### src/rtl/gpio_pkg.sv
// Shared register map and address decode helpers for the APB GPIO controller.
// Offsets are byte addresses within the 64-byte window selected by PADDR[5:2].
package gpio_pkg;

  localparam logic [5:0] GPIO_EN   = 6'h00;
  localparam logic [5:0] GPIO_DIR  = 6'h04;
  localparam logic [5:0] GPIO_SET  = 6'h08;
  localparam logic [5:0] GPIO_CLR  = 6'h0C;
  localparam logic [5:0] GPIO_IN   = 6'h10;
  localparam logic [5:0] GPIO_OUT  = 6'h14;
  localparam logic [5:0] GPIO_RISE = 6'h18;
  localparam logic [5:0] GPIO_FALL = 6'h1C;
  localparam logic [5:0] GPIO_STAT = 6'h20;

  // Word index back to a byte offset so case labels can use the offsets directly.
  function automatic logic [5:0] gpio_offset(input logic [3:0] word);
    return {word, 2'b00};
  endfunction

  function automatic logic gpio_mapped(input logic [5:0] off);
    return off <= GPIO_STAT;
  endfunction

endpackage

### src/rtl/gpio_sync.sv
// Multi-flop synchroniser for asynchronous pad inputs; all bits resampled in parallel.
module gpio_sync #(
  parameter int WIDTH  = 8,
  parameter int STAGES = 2
) (
  input  logic             i_clk,
  input  logic             i_rst_n,
  input  logic [WIDTH-1:0] i_d,
  output logic [WIDTH-1:0] o_q
);

  logic [WIDTH-1:0] r_stage [STAGES];

  always_ff @(posedge i_clk or negedge i_rst_n) begin
    if (!i_rst_n) begin
      for (int i = 0; i < STAGES; i++) r_stage[i] <= '0;
    end else begin
      r_stage[0] <= i_d;
      for (int i = 1; i < STAGES; i++) r_stage[i] <= r_stage[i-1];
    end
  end

  assign o_q = r_stage[STAGES-1];

endmodule

### src/rtl/apb_gpio_ctrl.sv
// APB3 GPIO controller: zero-wait-state register file, synchronised masked inputs,
// per-pin rising/falling edge capture into sticky status and a level interrupt.
module apb_gpio_ctrl
  import gpio_pkg::*;
#(
  parameter int NPINS       = 8,
  parameter int ADDR_W      = 8,
  parameter int DATA_W      = 32,
  parameter int SYNC_STAGES = 2
) (
  input  logic              PCLK,
  input  logic              PRESETn,
  input  logic              PSEL,
  input  logic              PENABLE,
  input  logic              PWRITE,
  input  logic [ADDR_W-1:0] PADDR,
  input  logic [DATA_W-1:0] PWDATA,
  output logic [DATA_W-1:0] PRDATA,
  output logic              PREADY,
  output logic              PSLVERR,
  input  logic [NPINS-1:0]  gpio_i,
  output logic [NPINS-1:0]  gpio_o,
  output logic [NPINS-1:0]  gpio_oe,
  output logic              irq
);

  logic [NPINS-1:0] r_en, r_dir, r_out, r_rise, r_fall, r_stat, r_prev;
  logic [NPINS-1:0] w_sync, w_in, w_ev, w_wdata, w_stat_clr, w_rd;
  logic [5:0]       w_off;
  logic             w_access, w_err, w_wr;
  logic             w_unused;

  assign w_off    = gpio_offset(PADDR[5:2]);
  assign w_access = PSEL & PENABLE;
  assign w_err    = w_access & (~gpio_mapped(w_off) | (PWRITE & (w_off == GPIO_IN)));
  assign w_wr     = w_access & PWRITE & ~w_err;
  assign w_wdata  = PWDATA[NPINS-1:0];
  assign w_unused = ^{PADDR, PWDATA};

  gpio_sync #(
    .WIDTH  (NPINS),
    .STAGES (SYNC_STAGES)
  ) u_sync (
    .i_clk   (PCLK),
    .i_rst_n (PRESETn),
    .i_d     (gpio_i),
    .o_q     (w_sync)
  );

  // Masking before edge detect means EN/DIR changes can themselves raise events.
  assign w_in       = w_sync & r_en & ~r_dir;
  assign w_ev       = (r_rise & w_in & ~r_prev) | (r_fall & ~w_in & r_prev);
  assign w_stat_clr = (w_wr && (w_off == GPIO_STAT)) ? w_wdata : '0;

  always_ff @(posedge PCLK or negedge PRESETn) begin
    if (!PRESETn) begin
      r_en   <= '0;
      r_dir  <= '0;
      r_out  <= '0;
      r_rise <= '0;
      r_fall <= '0;
      r_stat <= '0;
      r_prev <= '0;
    end else begin
      r_prev <= w_in;
      // OR-ing events after the clear lets a same-cycle event win over W1C.
      r_stat <= (r_stat & ~w_stat_clr) | w_ev;
      if (w_wr) begin
        case (w_off)
          GPIO_EN:   r_en   <= w_wdata;
          GPIO_DIR:  r_dir  <= w_wdata;
          GPIO_SET:  r_out  <= r_out | w_wdata;
          GPIO_CLR:  r_out  <= r_out & ~w_wdata;
          GPIO_OUT:  r_out  <= w_wdata;
          GPIO_RISE: r_rise <= w_wdata;
          GPIO_FALL: r_fall <= w_wdata;
          default:   ;
        endcase
      end
    end
  end

  always_comb begin
    w_rd = '0;
    if (PSEL && !PWRITE) begin
      case (w_off)
        GPIO_EN:   w_rd = r_en;
        GPIO_DIR:  w_rd = r_dir;
        GPIO_IN:   w_rd = w_in;
        GPIO_OUT:  w_rd = r_out;
        GPIO_RISE: w_rd = r_rise;
        GPIO_FALL: w_rd = r_fall;
        GPIO_STAT: w_rd = r_stat;
        default:   w_rd = '0;
      endcase
    end
  end

  generate
    if (NPINS < DATA_W) begin : g_rd_pad
      assign PRDATA = {{(DATA_W-NPINS){1'b0}}, w_rd};
    end else begin : g_rd_full
      assign PRDATA = w_rd;
    end
  endgenerate

  assign PREADY  = 1'b1;
  assign PSLVERR = w_err;
  assign gpio_oe = r_en & r_dir;
  assign gpio_o  = r_out & r_en & r_dir;
  assign irq     = |r_stat;

endmodule

### config.mk
export PLATFORM = sky130hd
export DESIGN_NAME = apb_gpio_ctrl
export DESIGN_NICKNAME = d
export VERILOG_FILES = /design/src/rtl/gpio_pkg.sv /design/src/rtl/gpio_sync.sv /design/src/rtl/apb_gpio_ctrl.sv
export SDC_FILE = /design/constraint.sdc
export NUM_CORES = 1
export LEC_CHECK = 0
export ABC_AREA = 1
export ABC_CLOCK_PERIOD_IN_PS = 3200
export BUFFER_PORTS_ARGS = -buffer_cell sky130_fd_sc_hd__buf_2
export CAP_MARGIN = 20
export CORE_ASPECT_RATIO = 0.5
export CORE_UTILIZATION = 45
export CTS_BUF_LIST = sky130_fd_sc_hd__clkbuf_4
export CTS_CLUSTER_SIZE = 24
export DETAILED_ROUTE_END_ITERATION = 8
export HOLD_SLACK_MARGIN = 0.06
export PLACE_DENSITY = 0.8
export SYNTH_ARGS = -nofsm -noshare
export SYNTH_HDL_FRONTEND = slang
export SYNTH_HIERARCHICAL = 1
export SYNTH_SLANG_ARGS = --single-unit
### constraint.sdc
create_clock -name PCLK -period 3.2 [get_ports PCLK]
set_clock_uncertainty 0.2 [all_clocks]
set_input_delay 0.64 -clock PCLK [delete_from_list [all_inputs] [get_ports PCLK]]
set_output_delay 0.64 -clock PCLK [all_outputs]
set_load 0.03 [all_outputs]
==> results.py, run 1 <==
metrics = {
    "routing": {
        "highest_layer": "met4",
        "wl_met2_um": 4390,
        "wl_met1_um": 4400,
        "post_drt_wl_per_cell_um": 14.3,
        "wl_met3_um": 836,
        "vias_per_cell": 5.04,
        "first_pass_iters": 8,
        "drtIter0Drc": 245,
        "ant_nets": 0,
        "wl_um": 9830,
        "vias": 3470,
        "drc": 0,
    },
    "worst_setup_path": {
        "cp.depth": 9,
        "worstSetupPathType": "input port to output pin",
        "reg2reg_depth": 5,
        "worst_path_most_repeated_cell": "nor2_1",
        "crit_buf_inv": 4,
        "crit_required_ns": 2.36,
        "path_max_fanout": 7,
        "max_stage_delay_ns": 0.24,
        "path_delay_family": "buffers and inverters",
        "start_kind": "input port",
        "crit_slowest_cell": "buf_2",
        "crit_chain": "buf_2 > inv_2 > nand2_1 > nor2_1 > inv_1 > nor2_1 > nor2_1 > a21oi_1 > buf_2",
        "arrival_ns": 2.05,
        "setup.worst_path.end_class": "output pin",
    },
    "synthesis": {
        "synth-seq-cells": 72,
        "synth.avg_cell_area_um2": 7.79,
        "synth_warnings": 6,
        "syn_inst": 513,
        "syn-cell-area_um2": 4000,
        "seq_area_frac_synth_pct": 45.1,
        "yosysTopAreaCell": "dfrtp_1",
        "synth_cell_types": 28,
        "synth_edf_count": 0,
        "async_flop_share_pct": 100,
        "synthTopCellsByArea": "dfrtp_1 45%, nand2_1 16%, buf_4 6.2%",
        "ys.flop_type": "dfrtp_1",
        "synth_top_area_share_pct": 45.1,
    },
    "global_route": {
        "globalRouteOverflowTotal": 0,
        "track_usage_pct": 23.0,
        "grt_pass1_vias": 3090,
        "grt_start_max_net_pins": 41,
        "antenna_found_initial": 0,
        "grt_pass1_wl_um": 15800,
    },
    "power": {
        "ir_drop_mv": 0.178,
        "total_leakage_power_nw": 2.35,
        "powerDensity_nw_per_um2": 453,
    },
    "timing": {
        "setup_viol": 0,
        "relSlewSlack_pct": 49.3,
        "period_needed_ns": 2.89,
        "clock.fmax_mhz": 346,
        "worstMarginPinSlew_ns": 0.761,
        "finalCritPeriodShare_pct": 90.3,
        "rsz0062_at_grt": "no",
        "setup_tns_ns": 0,
        "hold_viol_final": 0,
        "slew_violations": 0,
        "hold_slack_ns": 0.0559,
    },
    "placed_design": {
        "port_buffers": 50,
        "dp.cells": 672,
        "hpwlAfterDp_um": 7080,
        "gp_congestion": 0.929,
    },
    "die": {
        "row_count": 23,
        "die_w_um": 135,
        "io_pins": 104,
        "start_util_pct": 48.2,
        "die_h_um": 68.6,
        "core_area_um2": 8290,
        "die_area_um2": 9280,
    },
    "clock_network": {
        "cts_buffer_depth": 2,
        "path_clk_slew_ns": 0.13,
        "numCtsBuffers": 9,
        "cts_resized": 0,
        "ctsRootBufferMaster": "clkbuf_4",
        "insertion_delay_ns": 0.43,
        "cts_sinks": 72,
        "cts_tree": "built",
        "h-tree-depth": 3,
    },
    "flow_run": {
        "max_cap_viol_count": 0,
    },
    "run_status": {
        "status": "finished clean",
    },
    "finish": {
        "final_cells": 689,
        "drive_gt1_share_pct": 18.9,
        "synthToLayoutAreaGrowth_pct": 10.2,
        "fin_nets": 625,
        "n_fill_cell": 766,
        "antenna_cells": 0,
    },
    "hold_path": {
        "min_path_type": "input port to async pin",
    },
}
-- cells by family (layout without fill, tap and decap cells) --
logic type / after synthesis / in the layout / share of synthesized area [%]
buffers and inverters: 97 / 138 / 13.1
AOI/OAI and AO/OA: 56 / 56 / 8.52
DFF: 72 / 72 / 45.1
and+or+nand+nor: 286 / 286 / 33.1
other: 2 / 25 / 0.188
-- state kept, by name, indices dropped and copies added, names as in the netlist --
name / count
r_fall: 8
r_en: 8
r_prev: 8
u_sync/o_q: 8
r_out: 8
u_sync/r_stage: 8
r_rise: 8
r_dir: 8
r_stat: 8
-- Yosys cell counts, types with 4 or more instances --
cell      instances
nand2_1         169
dfrtp_1          72
inv_1            56
nor2_1           47
nand3_1          43
buf_4            33
o21ai_1          24
a21oi_1           8
o21ai_2           8
o21bai_1          8
a31oi_1           7
nor2_2            6
buf_6             4
nand4_4           4
-- final timing paths --
path	slack [ns]	to	start
min reg2reg	0.16	u_sync/o_q[0]	u_sync/r_stage[8]
max in group asynchronous	2.04	r_en[6]	PRESETn
max reg2reg	1.86	r_stat[5]	r_en[5]
max	0.31	PRDATA[4]	PADDR[4]
min in group PCLK	0.10	u_sync/r_stage[9]	gpio_i[1]
min	0.06	r_dir[2]	PRESETn
-- through the flow --
step / utilization, % / worst slack (ns) / total power [mW] / instance area, um^2
2_1_floorplan: - / 0.509 / 1.40 / 4080
3_3_place_gp: 51.6 / 0.367 / 1.48 / 4280
3_5_place_dp: 51.6 / 0.361 / 1.50 / 4280
4_1_cts: 53.0 / 0.345 / 2.00 / 4390
5_1_grt: 53.1 / 0.233 / 2.11 / 4400
6_report: 53.1 / 0.311 / 1.99 / 4400
-- metal layers --
layer  vias up  global-route usage (%)
met5         -                       0
met4         0                    7.58
met3        20                    5.92
met2       163                    36.2
met1      1606                    31.4
li1       1681                       -
-- cell type report --
| class | count | area (um^2) | share of cell area [%] |
|---|---|---|---|
| inverter | 59 | 224 | 5.09 |
| clock buffer | 9 | 67.6 | 1.53 |
| multi-input combinational | 367 | 1760 | 39.9 |
| tap | 112 | 140 | 3.18 |
| sequential | 72 | 1800 | 40.9 |
| clock inverter | 7 | 47.5 | 1.08 |
| timing repair buffer | 63 | 363 | 8.24 |
-- report_power, final --
| part | switching (mW) | internal [mW] | total [mW] | leakage, nW |
|---|---|---|---|---|
| Clock | 0.349 | 0.159 | 0.509 | 0.0637 |
| Combinational | 0.246 | 0.118 | 0.364 | 1.38 |
| Sequential | 0.103 | 1.02 | 1.12 | 0.906 |
-- what timing repair did --
item	4_1_cts	5_1_grt
hold buffers	0	1
hold endpoints to repair	0	1
setup buffers	0	0
-- layout by cell type (no fill, tap or decap), types with 2 or more instances in the layout --
| cell type | instances |
|---|---|
| a21oi_1 | 8 |
| a31oi_1 | 7 |
| buf_2 | 50 |
| buf_4 | 11 |
| clkbuf_4 | 9 |
| clkinv_2 | 2 |
| clkinv_4 | 2 |
| conb_1 | 25 |
| dfrtp_1 | 72 |
| inv_1 | 56 |
| inv_2 | 2 |
| nand2_1 | 169 |
| nand2_2 | 2 |
| nand2_4 | 2 |
| nand3_1 | 43 |
| nand4_4 | 4 |
| nor2_1 | 47 |
| nor2_2 | 6 |
| nor2_4 | 3 |
| nor2_8 | 2 |
| nor3_1 | 3 |
| nor4_1 | 2 |
| o21ai_1 | 24 |
| o21ai_2 | 8 |
| o21bai_1 | 8 |
Note: power is estimated with default switching activity, not from simulation.
==> inputs of run 2 (changes only) <==
--- a/constraint.sdc
+++ b/constraint.sdc
@@ -3,3 +3,3 @@
 set_input_delay 0.64 -clock PCLK [delete_from_list [all_inputs] [get_ports PCLK]]
 set_output_delay 0.64 -clock PCLK [all_outputs]
-set_load 0.03 [all_outputs]
+set_load 0.1 [all_outputs]
==> run 2 against run 1 <==
Maximum frequency increased by 0.37%. Worst setup slack improved by 0.011 ns. Critical path depth unchanged. Critical endpoint is now PRDATA[6]. Highest routed layer unchanged.
==> results.py, run 2 (synthesis results as in run 1) <==
metrics = {
    "run_status": {
        "status": "finished clean",
    },
    "global_route": {
        "grt_pass1_vias": 3143,
        "antenna_found_initial": 0,
        "globalRouteOverflowTotal": 0,
        "track_usage_pct": 23.2,
        "grt_start_max_net_pins": 73,
        "grt_pass1_wl_um": 15900,
    },
    "clock_network": {
        "numCtsBuffers": 9,
        "ctsHoldBuffers": 0,
        "cts_sinks": 72,
        "postCtsSetupRepairBufs": 0,
        "cts_resized": 0,
        "insertion_delay_ns": 0.44,
        "cts_tree": "built",
        "ctsRootBufferMaster": "clkbuf_4",
        "h-tree-depth": 3,
        "cts_buffer_depth": 2,
        "path_clk_slew_ns": 0.12,
    },
    "worst_setup_path": {
        "path_max_fanout": 5,
        "start_kind": "input port",
        "crit_required_ns": 2.36,
        "reg2reg_depth": 5,
        "rr_startpoint": "r_en[0]",
        "worstSetupStartpoint": "PADDR[5]",
        "setup.worst_path.end_class": "output pin",
        "arrival_ns": 2.04,
        "worstSetupPathType": "input port to output pin",
    },
    "routing": {
        "vias_per_cell": 5.08,
        "first_pass_iters": 5,
        "ant_nets": 0,
        "wl_um": 9780,
        "post_drt_wl_per_cell_um": 14.3,
        "drc": 0,
        "drtIter0Drc": 320,
        "vias": 3473,
    },
    "timing": {
        "relSlewSlack_pct": 40.3,
        "hold_viol_final": 0,
        "worstMarginPinSlew_ns": 0.896,
        "hold_slack_ns": 0.101,
        "rsz0062_at_grt": "no",
        "finalCritPeriodShare_pct": 89.9,
        "slew_violations": 0,
        "period_needed_ns": 2.88,
        "clock.fmax_mhz": 347,
        "setup_viol": 0,
        "setup_tns_ns": 0,
    },
    "placed_design": {
        "dpl_cell_area_um2": 4410,
        "hpwlAfterDp_um": 7040,
        "gp_congestion": 0.897,
        "port_buffers": 50,
    },
    "finish": {
        "final_cell_mix": "169 x nand2_1, 72 x dfrtp_1, 56 x inv_1, 47 x nor2_1, 43 x nand3_1",
        "layout_commonest_cell": "nand2_1",
        "drive_gt1_share_pct": 19.8,
        "stdcell_area_um2": 4560,
        "fin_util_pct": 55.0,
        "fin_nets": 621,
        "antenna_cells": 0,
        "synthToLayoutAreaGrowth_pct": 14.1,
    },
    "die": {
        "die_h_um": 68.6,
        "die_w_um": 135,
        "start_util_pct": 48.2,
        "io_pins": 104,
        "die_area_um2": 9280,
        "row_count": 23,
        "core_area_um2": 8290,
    },
    "hold_path": {
        "hold_start": "gpio_i[7]",
        "min_path_type": "input port to register",
        "holdPathStages": 1,
    },
    "flow_run": {
        "max_cap_viol_count": 0,
    },
    "power": {
        "total_leakage_power_nw": 2.36,
        "powerDensity_nw_per_um2": 495,
        "ir_drop_mv": 0.263,
    },
}
run 2: metrics by stage:
stage / instances / power [mW] / worst slack (ns)
2_1_floorplan: 536 / 1.53 / 0.0838
3_3_place_gp: 669 / 1.62 / 0.372
3_5_place_dp: 669 / 1.64 / 0.370
4_1_cts: 684 / 2.26 / 0.365
5_1_grt: 684 / 2.37 / 0.221
6_report: 684 / 2.26 / 0.322
run 2: per-layer routing:
metal	share of wire (%)	global-route usage [%]
met5	0	0
met4	1.1	7.58
met3	9.4	5.26
met2	46	37.7
met1	44	31.1
run 2: report_power, final:
| part | leakage [nW] | internal, mW | switching [mW] |
|---|---|---|---|
| clock network | 0.0794 | 0.310 | 0.327 |
| registers | 0.906 | 1.02 | 0.105 |
| logic | 1.38 | 0.123 | 0.377 |
run 2: critical path: stages:
cell and delay [ns]:
buf_2 0.16, inv_4 0.11, nand2_2 0.12, nor2_1 0.36
nand2_1 0.11, nand2_1 0.08, nor2_1 0.04, a21oi_2 0.19
buf_12 0.21
run 2: final cells by class:
| type | count | area [um^2] |
|---|---|---|
| clock inverter | 6 | 85.1 |
| sequential | 72 | 1800 |
| tap | 112 | 140 |
| fill | 762 | 3730 |
| timing repair buffer | 59 | 453 |
| clock buffer | 9 | 67.6 |
| multi-input combinational | 367 | 1790 |
| inverter | 59 | 224 |
run 2: worst paths after layout:
kind,to,slack (ns)
worst max register to register,r_stat[0],1.87
worst max-delay path,PRDATA[6],0.32
worst min-delay path,u_sync/r_stage[15],0.10
max in group asynchronous,r_prev[7],2.02
worst min register to register,u_sync/o_q[6],0.16
min in group asynchronous,r_dir[1],0.19
==> inputs of run 3 (changes only) <==
ABC_CLOCK_PERIOD_IN_PS = 2400   (was 3200)
PLACE_DENSITY = 0.82   (was 0.8)
RECOVER_POWER = 100   (was not set)
clock period = 2.4 ns   (was 3.2 ns; I/O delays follow)
==> run 3 against run 2 <==
Worst setup slack worse by 0.30 ns. Global-route usage up 0.71 points. Count of clock-buffer cells in the layout unchanged. Sequential power up 34%. Clock power up 22%. Critical endpoint is now PRDATA[3]. Non-clock buffer count up 34. Register-to-register slack worse by 0.73 ns. Cell area up 6.1%. Critical path depth up 1.
==> results.py, run 3 (synthesis results as in run 1) <==
metrics = {
    "worst_setup_path": {
        "arrival_ns": 1.70,
        "path_delay_family": "buffers and inverters",
        "worst_path_most_repeated_cell": "nand2_1",
        "rr_startpoint": "r_dir[4]",
        "crit_buf_inv": 4,
        "crit_required_ns": 1.72,
        "worstSetupPathType": "input port to output pin",
        "path_max_fanout": 4,
        "setup.worst_path.end_class": "output pin",
        "crit_slowest_cell": "a21oi_4",
        "worstSetupStartpoint": "PADDR[4]",
        "max_stage_delay_ns": 0.20,
        "start_kind": "input port",
        "crit_chain": "buf_2 > inv_2 > nand2_1 > nor2_4 > buf_6 > nand2_1 > nand2_1 > nor2_1 > a21oi_4 > buf_12",
    },
    "clock_network": {
        "cts_buffer_depth": 2,
        "path_clk_slew_ns": 0.13,
        "h-tree-depth": 3,
        "ctsRootBufferMaster": "clkbuf_4",
        "cts_tree": "built",
        "insertion_delay_ns": 0.43,
        "cts_sinks": 72,
        "numCtsBuffers": 9,
    },
    "die": {
        "die_area_um2": 9280,
        "die_h_um": 68.6,
        "die_w_um": 135,
        "io_pins": 104,
        "core_area_um2": 8290,
        "row_count": 23,
        "start_util_pct": 48.2,
    },
    "global_route": {
        "grt_pass1_wl_um": 16400,
        "use_met1_pct": 31.8,
        "grt_start_max_net_pins": 73,
        "grt.met3_usage_pct": 4.82,
        "grt_pass1_vias": 3253,
        "globalRouteOverflowTotal": 0,
        "busiest_layer": "met2",
        "gr-usage-met2_pct": 40.7,
        "antenna_found_initial": 0,
        "track_usage_pct": 23.9,
    },
    "finish": {
        "layout_commonest_cell": "nand2_1",
        "antenna_cells": 0,
        "synthToLayoutAreaGrowth_pct": 21.0,
        "regArea_um2": 1800,
        "stdcell_area_um2": 4840,
        "multiInputGateArea_um2": 1820,
        "fin_nets": 655,
        "drive_gt1_share_pct": 23.1,
        "final_cell_mix": "168 x nand2_1, 72 x dfrtp_1, 51 x inv_1, 42 x nor2_1, 41 x nand3_1",
        "n_fill_cell": 705,
    },
    "hold_path": {
        "hold_start": "u_sync/r_stage[15]",
        "min_path_type": "register to register",
    },
    "placed_design": {
        "hpwlAfterDp_um": 7460,
        "dpl_cell_area_um2": 4600,
        "gp_congestion": 0.878,
        "port_buffers": 50,
        "place_ws_ns": -0.0206,
    },
    "run_status": {
        "status": "finished clean",
    },
    "timing": {
        "rsz0062_at_grt": "yes",
        "relSlewSlack_pct": 35.5,
        "finalCritPeriodShare_pct": 99.1,
        "hold_viol_final": 0,
        "setup_viol": 0,
        "clock.fmax_mhz": 420,
        "slew_violations": 0,
        "worstMarginPinSlew_ns": 0.968,
        "setup_ws_ns": 0.0218,
        "period_needed_ns": 2.38,
    },
    "routing": {
        "ant_nets": 0,
        "post_drt_wl_per_cell_um": 15.0,
        "vias_per_cell": 5.28,
        "wl_um": 10800,
        "drtIter0Drc": 323,
        "drc": 0,
        "first_pass_iters": 5,
        "vias": 3797,
    },
    "power": {
        "powerDensity_nw_per_um2": 622,
        "ir_drop_mv": 0.327,
        "total_leakage_power_nw": 2.52,
    },
    "flow_run": {
        "max_cap_viol_count": 0,
    },
}
==> run 3: changes by cell type in the layout (fill, tap and decap cells not counted), sizes merged <==
| cell | previous run | this run |
|---|---|---|
| buf | 59 | 61 |
| clkinvlp | 1 | 0 |
| clkinv | 3 | 5 |
| inv | 59 | 60 |
| bufinv | 2 | 1 |
| clkbuf | 9 | 32 |
| dlygate4sd3 | 0 | 9 |
==> run 3: power by group <==
group,internal [mW],switching [mW],leakage [nW]
clock network,0.318,0.459,0.0777
registers,1.36,0.145,0.906
logic,0.201,0.527,1.53
total,1.88,1.13,2.52
==> run 3: cell type report <==
type	count	share of cell area (%)
multi-input combinational	367	37.7
sequential	72	37.3
timing repair buffer	93	14.7
inverter	59	4.63
tap	112	2.90
clock inverter	7	1.45
clock buffer	9	1.40
==> run 3: path summary, 6_finish.rpt <==
path                            slack (ns)             to  depth (start not counted)
worst max-delay path                  0.02      PRDATA[3]                         10
worst min-delay path                  0.16  u_sync/o_q[7]                          0
worst max register to register        1.14      r_stat[4]                          5
worst min register to register        0.16  u_sync/o_q[7]                          0
max in group asynchronous             0.73      r_fall[6]                          3
min in group asynchronous             0.66       r_dir[2]                          3
==> run 3: timing repair <==
action / CTS / global route
gates resized for setup: 4 / 17
setup endpoints to repair: 4 / 9
buffers inserted: 0 / 10
hold buffers: 9 / 0
pin swaps: 1 / 3
hold endpoints to repair: 80 / 0
==> run 3: stage by stage <==
| step | cells | total power, mW | util (%) | setup TNS, ns | hold slack, ns |
|---|---|---|---|---|---|
| 6_report | 719 | 3.01 | 58.3 | 0 | 0.160 |
| 3_5_place_dp | 684 | 2.21 | 55.5 | -0.0206 | 0.136 |
| 3_3_place_gp | 684 | 2.18 | 55.5 | 0 | 0.132 |
| 2_1_floorplan | 536 | 2.05 | - | 0 | -0.0156 |
| 5_1_grt | 719 | 3.14 | 58.3 | -0.105 | 0.166 |
| 4_1_cts | 709 | 2.98 | 58.5 | 0 | 0.157 |
==> run 3: layer usage <==
metal | up-vias | share of wire, %
met2 | 219 | 47
met5 | - | 0
li1 | 1754 | -
met3 | 22 | 9.3
met1 | 1802 | 43
met4 | 0 | 1.3
